[src/rtl/fifo_wr_arbiter.sv]
// fifo_wr_arbiter: round-robin sharing of a 16x8 FIFO memory write port
// among NUM_REQ producers. Owns write/read pointers and occupancy, and drives
// the memory's write and read-address inputs.
module fifo_wr_arbiter #(
  parameter int ADDR_SIZE = 4,
  parameter int DATA_SIZE = 8,
  parameter int DEPTH     = 16,
  parameter int NUM_REQ   = 4
) (
  input  logic                           clk,
  input  logic                           rst,
  input  logic [NUM_REQ-1:0]             req_valid,
  input  logic [NUM_REQ*DATA_SIZE-1:0]   req_data,
  output logic [NUM_REQ-1:0]             req_ready,
  input  logic                           pop,
  output logic                           pop_ack,
  output logic                           mem_wr_en,
  output logic [ADDR_SIZE-1:0]           mem_wr_addr,
  output logic [DATA_SIZE-1:0]           mem_wr_data,
  output logic                           mem_full,
  output logic [ADDR_SIZE-1:0]           mem_rd_addr,
  output logic                           full,
  output logic                           empty,
  output logic [ADDR_SIZE:0]             count,
  output logic [2:0]                     grant_id
);

  localparam logic [ADDR_SIZE:0] FULL_CNT = (ADDR_SIZE+1)'(DEPTH);
  localparam logic [2:0]         LAST_REQ = 3'(NUM_REQ-1);

  logic [ADDR_SIZE-1:0] wr_ptr;
  logic [ADDR_SIZE-1:0] rd_ptr;
  logic [ADDR_SIZE:0]   cnt;
  logic [2:0]           last_grant;

  logic       hi_found;
  logic       lo_found;
  logic [2:0] hi_idx;
  logic [2:0] lo_idx;
  logic [2:0] gnt_idx;
  logic       push;

  assign full        = (cnt == FULL_CNT);
  assign empty       = (cnt == '0);
  assign count       = cnt;
  assign mem_full    = full;
  assign mem_wr_addr = wr_ptr;
  assign mem_rd_addr = rd_ptr;
  assign pop_ack     = pop & ~empty & ~rst;

  // Round-robin search: the lowest valid index above last_grant wins,
  // otherwise wrap around to the lowest valid index overall.
  always_comb begin
    hi_found = 1'b0;
    hi_idx   = '0;
    lo_found = 1'b0;
    lo_idx   = '0;
    for (int i = NUM_REQ-1; i >= 0; i--) begin
      if (req_valid[i]) begin
        lo_found = 1'b1;
        lo_idx   = 3'(i);
        if (3'(i) > last_grant) begin
          hi_found = 1'b1;
          hi_idx   = 3'(i);
        end
      end
    end
  end

  assign gnt_idx   = hi_found ? hi_idx : lo_idx;
  // No grant while full, even if a pop frees a slot this cycle.
  assign push      = (hi_found | lo_found) & ~full & ~rst;
  assign mem_wr_en = push;
  assign grant_id  = gnt_idx;

  // One-hot ready and write-data mux for the granted producer.
  always_comb begin
    req_ready   = '0;
    mem_wr_data = '0;
    for (int i = 0; i < NUM_REQ; i++) begin
      if (gnt_idx == 3'(i)) begin
        req_ready[i] = push;
        mem_wr_data  = req_data[i*DATA_SIZE +: DATA_SIZE];
      end
    end
  end

  // Pointer, occupancy and priority state.
  always_ff @(posedge clk) begin
    if (rst) begin
      wr_ptr     <= '0;
      rd_ptr     <= '0;
      cnt        <= '0;
      last_grant <= LAST_REQ;
    end else begin
      if (push) begin
        wr_ptr     <= wr_ptr + ADDR_SIZE'(1);
        last_grant <= gnt_idx;
      end
      if (pop_ack) begin
        rd_ptr <= rd_ptr + ADDR_SIZE'(1);
      end
      if (push && !pop_ack) begin
        cnt <= cnt + (ADDR_SIZE+1)'(1);
      end else if (!push && pop_ack) begin
        cnt <= cnt - (ADDR_SIZE+1)'(1);
      end
    end
  end

endmodule

[config.mk]
export PLATFORM = sky130hd
export DESIGN_NAME = fifo_wr_arbiter
export DESIGN_NICKNAME = d
export VERILOG_FILES = /design/src/rtl/fifo_wr_arbiter.sv
export SDC_FILE = /design/constraint.sdc
export NUM_CORES = 1
export LEC_CHECK = 0
export ABC_AREA = 1
export CORE_ASPECT_RATIO = 1.75
export CORE_UTILIZATION = 34
export CTS_CLUSTER_DIAMETER = 60
export DETAILED_ROUTE_END_ITERATION = 8
export GPL_TIMING_DRIVEN = 0
export HOLD_SLACK_MARGIN = 0.06
export PLACE_DENSITY = 0.82
export SYNTH_ARGS = -nofsm -noshare
export SYNTH_HDL_FRONTEND = slang
export SYNTH_SLANG_ARGS = --single-unit
[constraint.sdc]
create_clock -name clk -period 2.05 [get_ports clk]
set_clock_uncertainty 0.05 [all_clocks]
set_input_delay 0.205 -clock clk [delete_from_list [all_inputs] [get_ports clk]]
set_output_delay 0.205 -clock clk [all_outputs]
set_load 0.005 [all_outputs]
# Word-level counts from Yosys, hierarchy flattened
# Cells that the tools add are included.
[word_totals]
ff_bits = 16
inputBits = 39
output_inout_bits = 33
elab_cells = 66
[classes]
addsub = 4
order_cmp = 4
eq_ne = 4
mux = 35
bitwise = 8
n_reduce_logical = 7
[op_table]
columns = ["operator", "count"]
rows = [
  ["$mux W8", 4],
  ["$mux W3", 10],
  ["$mux W1", 16],
  ["$mux W5", 2],
  ["$add A4 B1 Y4 const B", 2],
  ["$eq A3 B2 Y1 const B", 2],
  ["$gt A1 B3 Y1 const A", 2],
  ["$gt A2 B3 Y1 const A", 2],
  ["$mux W2", 3],
  ["$add A5 B1 Y5 const B", 1],
  ["$eq A5 B5 Y1 const B", 1],
  ["$logic_not A5 Y1", 1],
  ["$sub A5 B1 Y5 const B", 1],
  ["$and A1 B1 Y1", 4],
  ["$eq A3 B1 Y1 const B", 1],
  ["$logic_not A3 Y1", 1],
  ["$not A1 Y1", 3],
  ["$logic_and A1 B1 Y1", 2],
  ["$logic_not A1 Y1", 2],
  ["$reduce_bool A2 Y1", 1],
  ["$or A1 B1 Y1", 1],
]

# Depth between registers and ports, before layout
# Gate-level depths: netlist of the first run.
[logic_depth]
ltp_word = 16
ltp_mapped = 15
mapped_depth_nobuf = 15

# Worst setup path before layout of the first run
# OpenSTA, ideal clock, no wires.
[synth_path]
kind = "register -> register"
startpoint = "register cnt[2] (netlist: count[2])"
endpoint = "register cnt[3] (netlist: count[3])"
t_arrival_ns = 1.992
t_required_ns = 1.884
path_slack_ns = -0.108
stages_incl_launch_ff = 14
synth_period_minus_slack_ns = 2.158
path_cell_list = "dfxtp_1 > inv_1 > nand4_1 > nand2_1 > nor2_1 > ha_1 > inv_1 > ha_1 > nand2_1 > nand3_1 > a21oi_1 > o21ai_0 > o211ai_1 > inv_1"
[synth_between]
elab_chain_cells = 7
[synth_rtl]
columns = ["item", "line", "source"]
rows = [
  ["from (decl)", "33", "logic [ADDR_SIZE:0] cnt;"],
  ["from (signal assigned)", "104", "cnt <= cnt + (ADDR_SIZE+1)'(1);"],
  ["from (signal assigned)", "106", "cnt <= cnt - (ADDR_SIZE+1)'(1);"],
  ["$eq A5 B5 Y1 *", "43", "assign full = (cnt == FULL_CNT);"],
  ["$not A1 Y1 *", "72", "assign push = (hi_found | lo_found) & ~full & ~rst;"],
  ["$and A1 B1 Y1 * (2 in a row)", "72", ""],
  ["named net mem_wr_en", "17", "output logic mem_wr_en,"],
  ["$logic_not A1 Y1", "105", "end else if (!push && pop_ack) begin"],
  ["$logic_and A1 B1 Y1", "105", ""],
  ["$reduce_bool A2 Y1 (no line)", "n/a", ""],
]
# Mark *: on every way through the listed nets, which the timed path passes. The rest lies on a longest branch. The select of a mux whose other input is x is not followed.
# A chain may end at the register's enable or synchronous reset.

# Worst setup path in the final report of the first run
[layout_path]
startpoint = "register last_grant[1]"
endpoint = "output req_ready[1]"
[layout_between]
elab_chain_cells = 13
[layout_rtl]
columns = ["item", "line", "source"]
rows = [
  ["from (decl)", "34", "logic [2:0] last_grant;"],
  ["from (signal assigned)", "98", "last_grant <= gnt_idx;"],
  ["$gt A2 B3 Y1", "62", "if (3'(i) > last_grant) begin"],
  ["$mux W1", "62", ""],
  ["$mux W1", "59", "if (req_valid[i]) begin"],
  ["$mux W1", "62", ""],
  ["$mux W1", "59", ""],
  ["$mux W1", "62", ""],
  ["$mux W1", "59", ""],
  ["$mux W1", "62", ""],
  ["$mux W1", "59", ""],
  ["$or A1 B1 Y1", "72", ""],
  ["$and A1 B1 Y1 (2 in a row)", "72", ""],
  ["$mux W1 *", "81", "if (gnt_idx == 3'(i)) begin"],
  ["to (decl)", "14", "output logic [NUM_REQ-1:0] req_ready,"],
]
# Mark *: on every way between the ends. The rest lies on a longest branch, timed or not.

==> results by group, run 1 <==
Synth
  – Largest area contributor in the netlist: dfxtp_1
  – Netlist cell types: 27
  – Warnings, synthesis: 0
  – Synth Flop Type: dfxtp_1
  – Dominant cells by area after synthesis: dfxtp_1 (25%), nand3_1 (12%), inv_1 (9.2%)
  – Most frequent cells after synthesis: inv_1 (30), nand3_1 (29), nand2_1 (24)
  – Synth Area per Inst: between 6 and 7 µm²
  – Netlist Area Pre-Place: approximately 1200 µm²
  – Mapped Nets: about 230
  – Seq/Total Area, Yosys: between 20 and 25%
  – Post-synth EDFFs: 0
  – Post-synthesis cell count: 184
  – Ys async rst share: 0%
  – Most common cell in the netlist: inv_1
  – Yosys reg bits: 15
  – Synth top area share: between 20 and 25%

Timing
  – Slew Limit Fails: 0
  – Final Hold Viols: 0
  – Final setup fails: 0
  – Min Tclk post-route: 2.01 ns
  – FMAX: approximately 500 MHz
  – Setup_tns: 0 ns
  – Unrepaired setup endpoints after global routing: true
  – PnR worst setup slack: about 0.04 ns
  – Post-route clock period utilization: 98.1%

Clock network
  – Max Root-Sink Buffers: 2
  – CTS Buf Count: 3
  – Clk root buf: clkbuf_8
  – Clk slew on worst S/H paths: 0.06 ns
  – Clock latency on the worst-skew pair: roughly 0.25 ns
  – # H-tree levels: 1
  – CTS tree: built
  – CTS sink cnt: 15

Drt
  – Drt pass-1 iters: 4
  – DRT iter0 DRCs: 27
  – Via density per instance: ~5.1
  – Total Wirelength: roughly 4200 µm
  – Post-route ant nets: 0
  – DRC Markers: 0
  – Wire per inst: roughly 13 µm
  – Detailed-route via count: about 1600

GRT
  – Total Routing Usage GR: approximately a quarter
  – Met2 usage: between 40% and 50%
  – GRT Max-Usage Layer: met2
  – Largest net degree at the start of global routing: 11
  – GRT overflow: 0
  – Met1 usage: between 20% and 30%
  – Initial antenna violation count: 0
  – Met3 usage: about 5.6%
  – Number of global-route vias before repair: about 1600
  – First-pass GRT wire length: roughly 6700 µm

Place
  – GP Congestion: between 0.8 and 0.9
  – IO Port Bufs: 70
  – Post-Place Setup Slack: -0.558 ns
  – Placed cell areas: between 1500 and 2000 µm²
  – Estimated wirelength of the detail-placed design: approximately 3100 µm

Setup path
  – Critical path endpoint category: output port
  – Worst Path Arrival: 1.76 ns
  – Largest fanout on the critical path: 10
  – Worst setup path category: flop to output port
  – WP data required: 1.79 ns
  – Critical Path Source Type: flop

Layout
  – Layout cell share with drive strength beyond 1: 30.7%
  – Final core utilization: a little over two thirds
  – Area delta synth->final: 95.4%
  – Inserted Diodes: 0
  – Final Cell Area: roughly 2400 µm²
  – Fin nets: 325

Run status
  – Status: finished clean

Pwr
  – Pwr Total: between 2000 and 3000 µW
  – Pleak: 0.00106 µW
  – Power Dens Cells: around 1100 nW/µm²
  – Max VDD drop: 0.751 mV

Floorplan
  – IO Pins: 72
  – Die Y: approximately 81 µm
  – Number of cell rows: 28
  – Die area: roughly 3800 µm²
  – Initial core utilization: between 30 and 40%
  – Die Width: ~47 µm
  – Core ar.: roughly 3400 µm²

Min path
  – HP Class: flop to flop

Flow run
  – Maximum capacitance violations: 0
## critical path, stage by stage (launching register included)
cell and delay, ns:
dfxtp_2 0.37, nand2_1 0.08, nand2_2 0.10, nand2_2 0.07
nor2_4 0.14, nor2_4 0.05, buf_6 0.14, buf_8 0.13
nor3_2 0.16, dlygate4sd2_1 0.26
## report_power, final
group	internal (µW)	switching [µW]	leakage, µW
Sequential	412	118	0.000126
Clock	138	109	0.0000228
Combinational	997	880	0.000913
Total	1550	1110	0.00106
## sequential cells by signal, indices dropped and copies added (netlist names)
signal,cells
count,5
last_grant,2
mem_rd_addr,4
mem_wr_addr,4
## path summary, 6_finish.rpt
check,startpoint,end,slack (ns),depth (start not counted)
worst min-delay path,mem_rd_addr[2]$_SDFFE_PP0P_,mem_rd_addr[2]$_SDFFE_PP0P_,0.45,2
worst min register to register,mem_rd_addr[2]$_SDFFE_PP0P_,mem_rd_addr[2]$_SDFFE_PP0P_,0.45,2
worst max-delay path,last_grant[1]$_SDFFE_PP1N_,req_ready[1],0.04,9
worst max register to register,count[0]$_SDFFE_PP0P_,count[3]$_SDFFE_PP0P_,0.05,13
## through the flow
stage | std cells | hold WS [ns]
finish | 322 | 0.448
floorplan | 184 | 0.392
detailed placement | 299 | 0.437
global route | 322 | 0.470
global placement | 299 | 0.430
CTS | 314 | 0.447
## what timing repair did
action,4_1_cts,5_1_grt
endpoints found under the setup margin,17,17
hold buffers,0,0
buffers inserted,11,8
pin swaps,8,19
resized for setup,49,51
## placed cells by master (no fill, tap or decap), types with 5 or more instances in the layout
cell,count
clkdlybuf4s50_1,52
nand3_1,25
inv_1,23
buf_4,21
nand4_1,18
nand2_1,16
a21oi_1,10
dfxtp_1,8
nand2_2,7
o21ai_0,7
dlygate4sd2_1,6
inv_2,5
nor2_1,5
nor2_4,5
ha_4,5
clkbuf_2,5
## final cells by class
type | count | area (µm²)
buffer | 8 | 88.8
clock buffer | 4 | 45.0
fill | 259 | 1020
inverter | 31 | 126
multi-input combinational | 130 | 930
sequential | 15 | 319
tap | 45 | 56.3
timing repair buffer | 89 | 813
## per-layer routing
metal | part of all wire (%) | routed length (µm) | vias to the layer above
met4 | 3.5 | 146 | 0
met2 | 58 | 2430 | 74
met5 | 0 | 0 | -
met3 | 6.4 | 269 | 13
li1 | - | - | 809
met1 | 32 | 1360 | 734
## logic make-up after synthesis
kind of cell	synth area share, %
fa+ha+maj	8.84
buf+inv	14.2
compound gates	11.5
xor+xnor	2.88
flops	24.7
simple gates	37.6
other cells	0.308
Note: power is estimated with default switching activity, not from simulation.
==> inputs of run 2 (changes only) <==
- CAP_MARGIN: not set -> 25
- GPL_TIMING_DRIVEN: 0 -> not set
- SKIP_CTS_REPAIR_TIMING: not set -> 1
==> results by group, run 2 (same netlist as run 1, synthesis figures left out) <==
Run status
  – Status: finished clean

GRT
  – First-pass GRT wire length: 6160 µm (-7.9%)
  – GRT overflow: 0 (unchanged)
  – Largest net degree at the start of global routing: 20 (+9)
  – Initial antenna violation count: 0 (unchanged)
  – Total Routing Usage GR: 21.5% (-2.3 points)
  – Number of global-route vias before repair: 1503 (-8.2%)

Clock network
  – CTS sink cnt: 15 (unchanged)
  – Max Root-Sink Buffers: 2 (unchanged)
  – Clk root buf: clkbuf_8
  – CTS tree: built
  – # H-tree levels: 1 (unchanged)
  – Clock latency on the worst-skew pair: 0.24 ns (about the same)
  – CTS Buf Count: 3 (unchanged)
  – Clk slew on worst S/H paths: 0.06 ns (about the same)

Min path
  – HP Class: flop to flop

Floorplan
  – Core ar.: 3400 µm² (unchanged)
  – IO Pins: 72 (unchanged)
  – Die area: 3830 µm² (unchanged)
  – Die Y: 81.2 µm (unchanged)
  – Number of cell rows: 28 (unchanged)
  – Die Width: 47.2 µm (unchanged)
  – Initial core utilization: 35.8% (unchanged)

Drt
  – Post-route ant nets: 0 (unchanged)
  – Detailed-route via count: 1682 (+3.2%)
  – Wire per inst: 13.2 µm (+1.3%)
  – DRC Markers: 0 (unchanged)
  – DRT iter0 DRCs: 40 (+48%)
  – Total Wirelength: 4410 µm (+4.8%)
  – Drt pass-1 iters: 4 (unchanged)
  – Via density per instance: 5.05 (-0.22%)

Layout
  – Commonest non-fill, non-tap cell in the layout: clkdlybuf4s50_1
  – Max FFs per register: 5 (unchanged)
  – Final non-filler cell total: 333 (+3.4%)
  – # fillers: 251 (-3.1%)
  – Area delta synth->final: 96.9%
  – Inserted Diodes: 0 (unchanged)
  – Final core utilization: 70.5% (+0.55 points)
  – Layout cell share with drive strength beyond 1: 26.4% (-4.3 points)
  – Most frequent cells in the layout: clkdlybuf4s50_1 (54), buf_4 (35), nand3_1 (27)
  – Fin nets: 336 (+3.4%)

Setup path
  – CP cell instances: nor2_2 -> nand4_1 -> nand2_2 -> nor2_2 -> inv_2 -> ha_4 -> inv_2 -> ha_1 -> nand2_1 -> nor2_2 -> nor2_1 -> nand2_1 -> nand2_1 -> nand2_1 -> a21oi_2
  – Critical path endpoint category: flop
  – Critical Path Source Type: flop
  – Largest fanout on the critical path: 4 (-6)
  – Worst setup path category: flop to flop
  – CP max stage delay: 0.32 ns (-0.05 ns)
  – Top delay family on crit path: simple AND/OR/NAND/NOR gates
  – Worst Path Arrival: 2.13 ns (+0.37 ns)
  – Crit-path slowest cell: dfxtp_1
  – WP data required: 2.18 ns (+0.39 ns)
  – CP Buf/Inv Count: 2 (-1)
  – Critical path's most frequent cell: nand2_1

Pwr
  – Psw: 1030 µW (-6.7%)
  – Comb power frac: 72.8% (+2.1 points)
  – Flop pwr share: 18.1% (-1.9 points)
  – Max VDD drop: 0.617 mV (-18%)
  – Pleak: 0.00122 µW (+15%)
  – Power Dens Cells: 1070 nW/µm² (-3.8%)
  – Sw frac: 40.1% (-1.6 points)
  – Internal power: 1540 µW (-0.42%)
  – Power share of the clock group: 9.0% (-0.3 points)

Timing
  – Min Tclk post-route: 2.00 ns (-0.00776 ns)
  – Slew Limit Fails: 0 (unchanged)
  – Post-route clock period utilization: 97.7% (-0.38 points)
  – Final Hold Viols: 0 (unchanged)
  – WHS: 0.446 ns (-0.00192 ns)
  – Unrepaired setup endpoints after global routing: true
  – FMAX: 499 MHz (+0.39%)
  – Final setup fails: 0 (unchanged)
  – Setup_tns: 0 ns (unchanged)

Place
  – Cell count after placement: 317 (+6.0%)
  – IO Port Bufs: 70 (unchanged)
  – GP Congestion: 0.870 (+4.3%)
  – Estimated wirelength of the detail-placed design: 3150 µm (+0.95%)

Flow run
  – Maximum capacitance violations: 0 (unchanged)
==> run 2: cell types whose count changed in the layout (fill, tap and decap cells not counted), sizes merged <==
cell,change
clkdlybuf4s15,-3
clkdlybuf4s50,+2
clkbuf,-5
buf,+11
dlymetal6s2s,+12
dlygate4sd2,-6
==> run 2: cell type report <==
class	count	area, µm²	area share (%)
Multi-Input combinational cell	130	828	34.6
Timing Repair Buffer	108	1050	43.7
Sequential cell	15	304	12.7
Tap cell	45	56.3	2.35
Clock buffer	4	45.0	1.88
Inverter	31	116	4.85
==> run 2: path summary, 6_finish.rpt <==
| check | startpoint | end | slack, ns | cells after the start |
|---|---|---|---|---|
| max | count[1]$_SDFFE_PP0P_ | count[4]$_SDFFE_PP0P_ | 0.05 | 15 |
| min | mem_rd_addr[2]$_SDFFE_PP0P_ | mem_rd_addr[2]$_SDFFE_PP0P_ | 0.45 | 2 |
| max reg2reg | count[1]$_SDFFE_PP0P_ | count[4]$_SDFFE_PP0P_ | 0.05 | 15 |
| min reg2reg | mem_rd_addr[2]$_SDFFE_PP0P_ | mem_rd_addr[2]$_SDFFE_PP0P_ | 0.45 | 2 |
==> run 2: layer usage <==
layer / part of all wire [%] / up-vias / track usage, %
li1: - / 831 / -
met1: 33 / 740 / 21.2
met2: 57 / 95 / 41.9
met3: 6.6 / 16 / 3.78
met4: 3.2 / 0 / 6.00
met5: 0 / - / 0
==> run 2: tightest hold or removal path: stages (launching register included) <==
cell and delay, ns:
dfxtp_1 0.32, inv_1 0.08, a21oi_1 0.06
==> run 2: per-stage QoR <==
stage / total power [µW] / cell area [µm²] / worst slack [ns]
floorplan: 1240 / 1230 / 0.0155
global placement: 2070 / 2150 / -0.325
detailed placement: 2100 / 2150 / -0.346
CTS: 2350 / 2190 / -0.329
global route: 2790 / 2400 / -0.0789
finish: 2570 / 2400 / 0.0466
==> run 2: power by group through the flow <==
stage          Clock, µW  Sequential (µW)  Combinational, µW
2_1_floorplan          0              475                764
3_3_place_gp           0              457               1610
3_5_place_dp           0              460               1640
4_1_cts              237              455               1660
5_1_grt              245              478               2060
6_report             232              467               1870
==> inputs of run 3 (changes only) <==
- ABC_CLOCK_PERIOD_IN_PS: not set -> 2050
==> results of run 3 <==
Same layout as run 2: the final DEF is identical, and so are final timing and power.
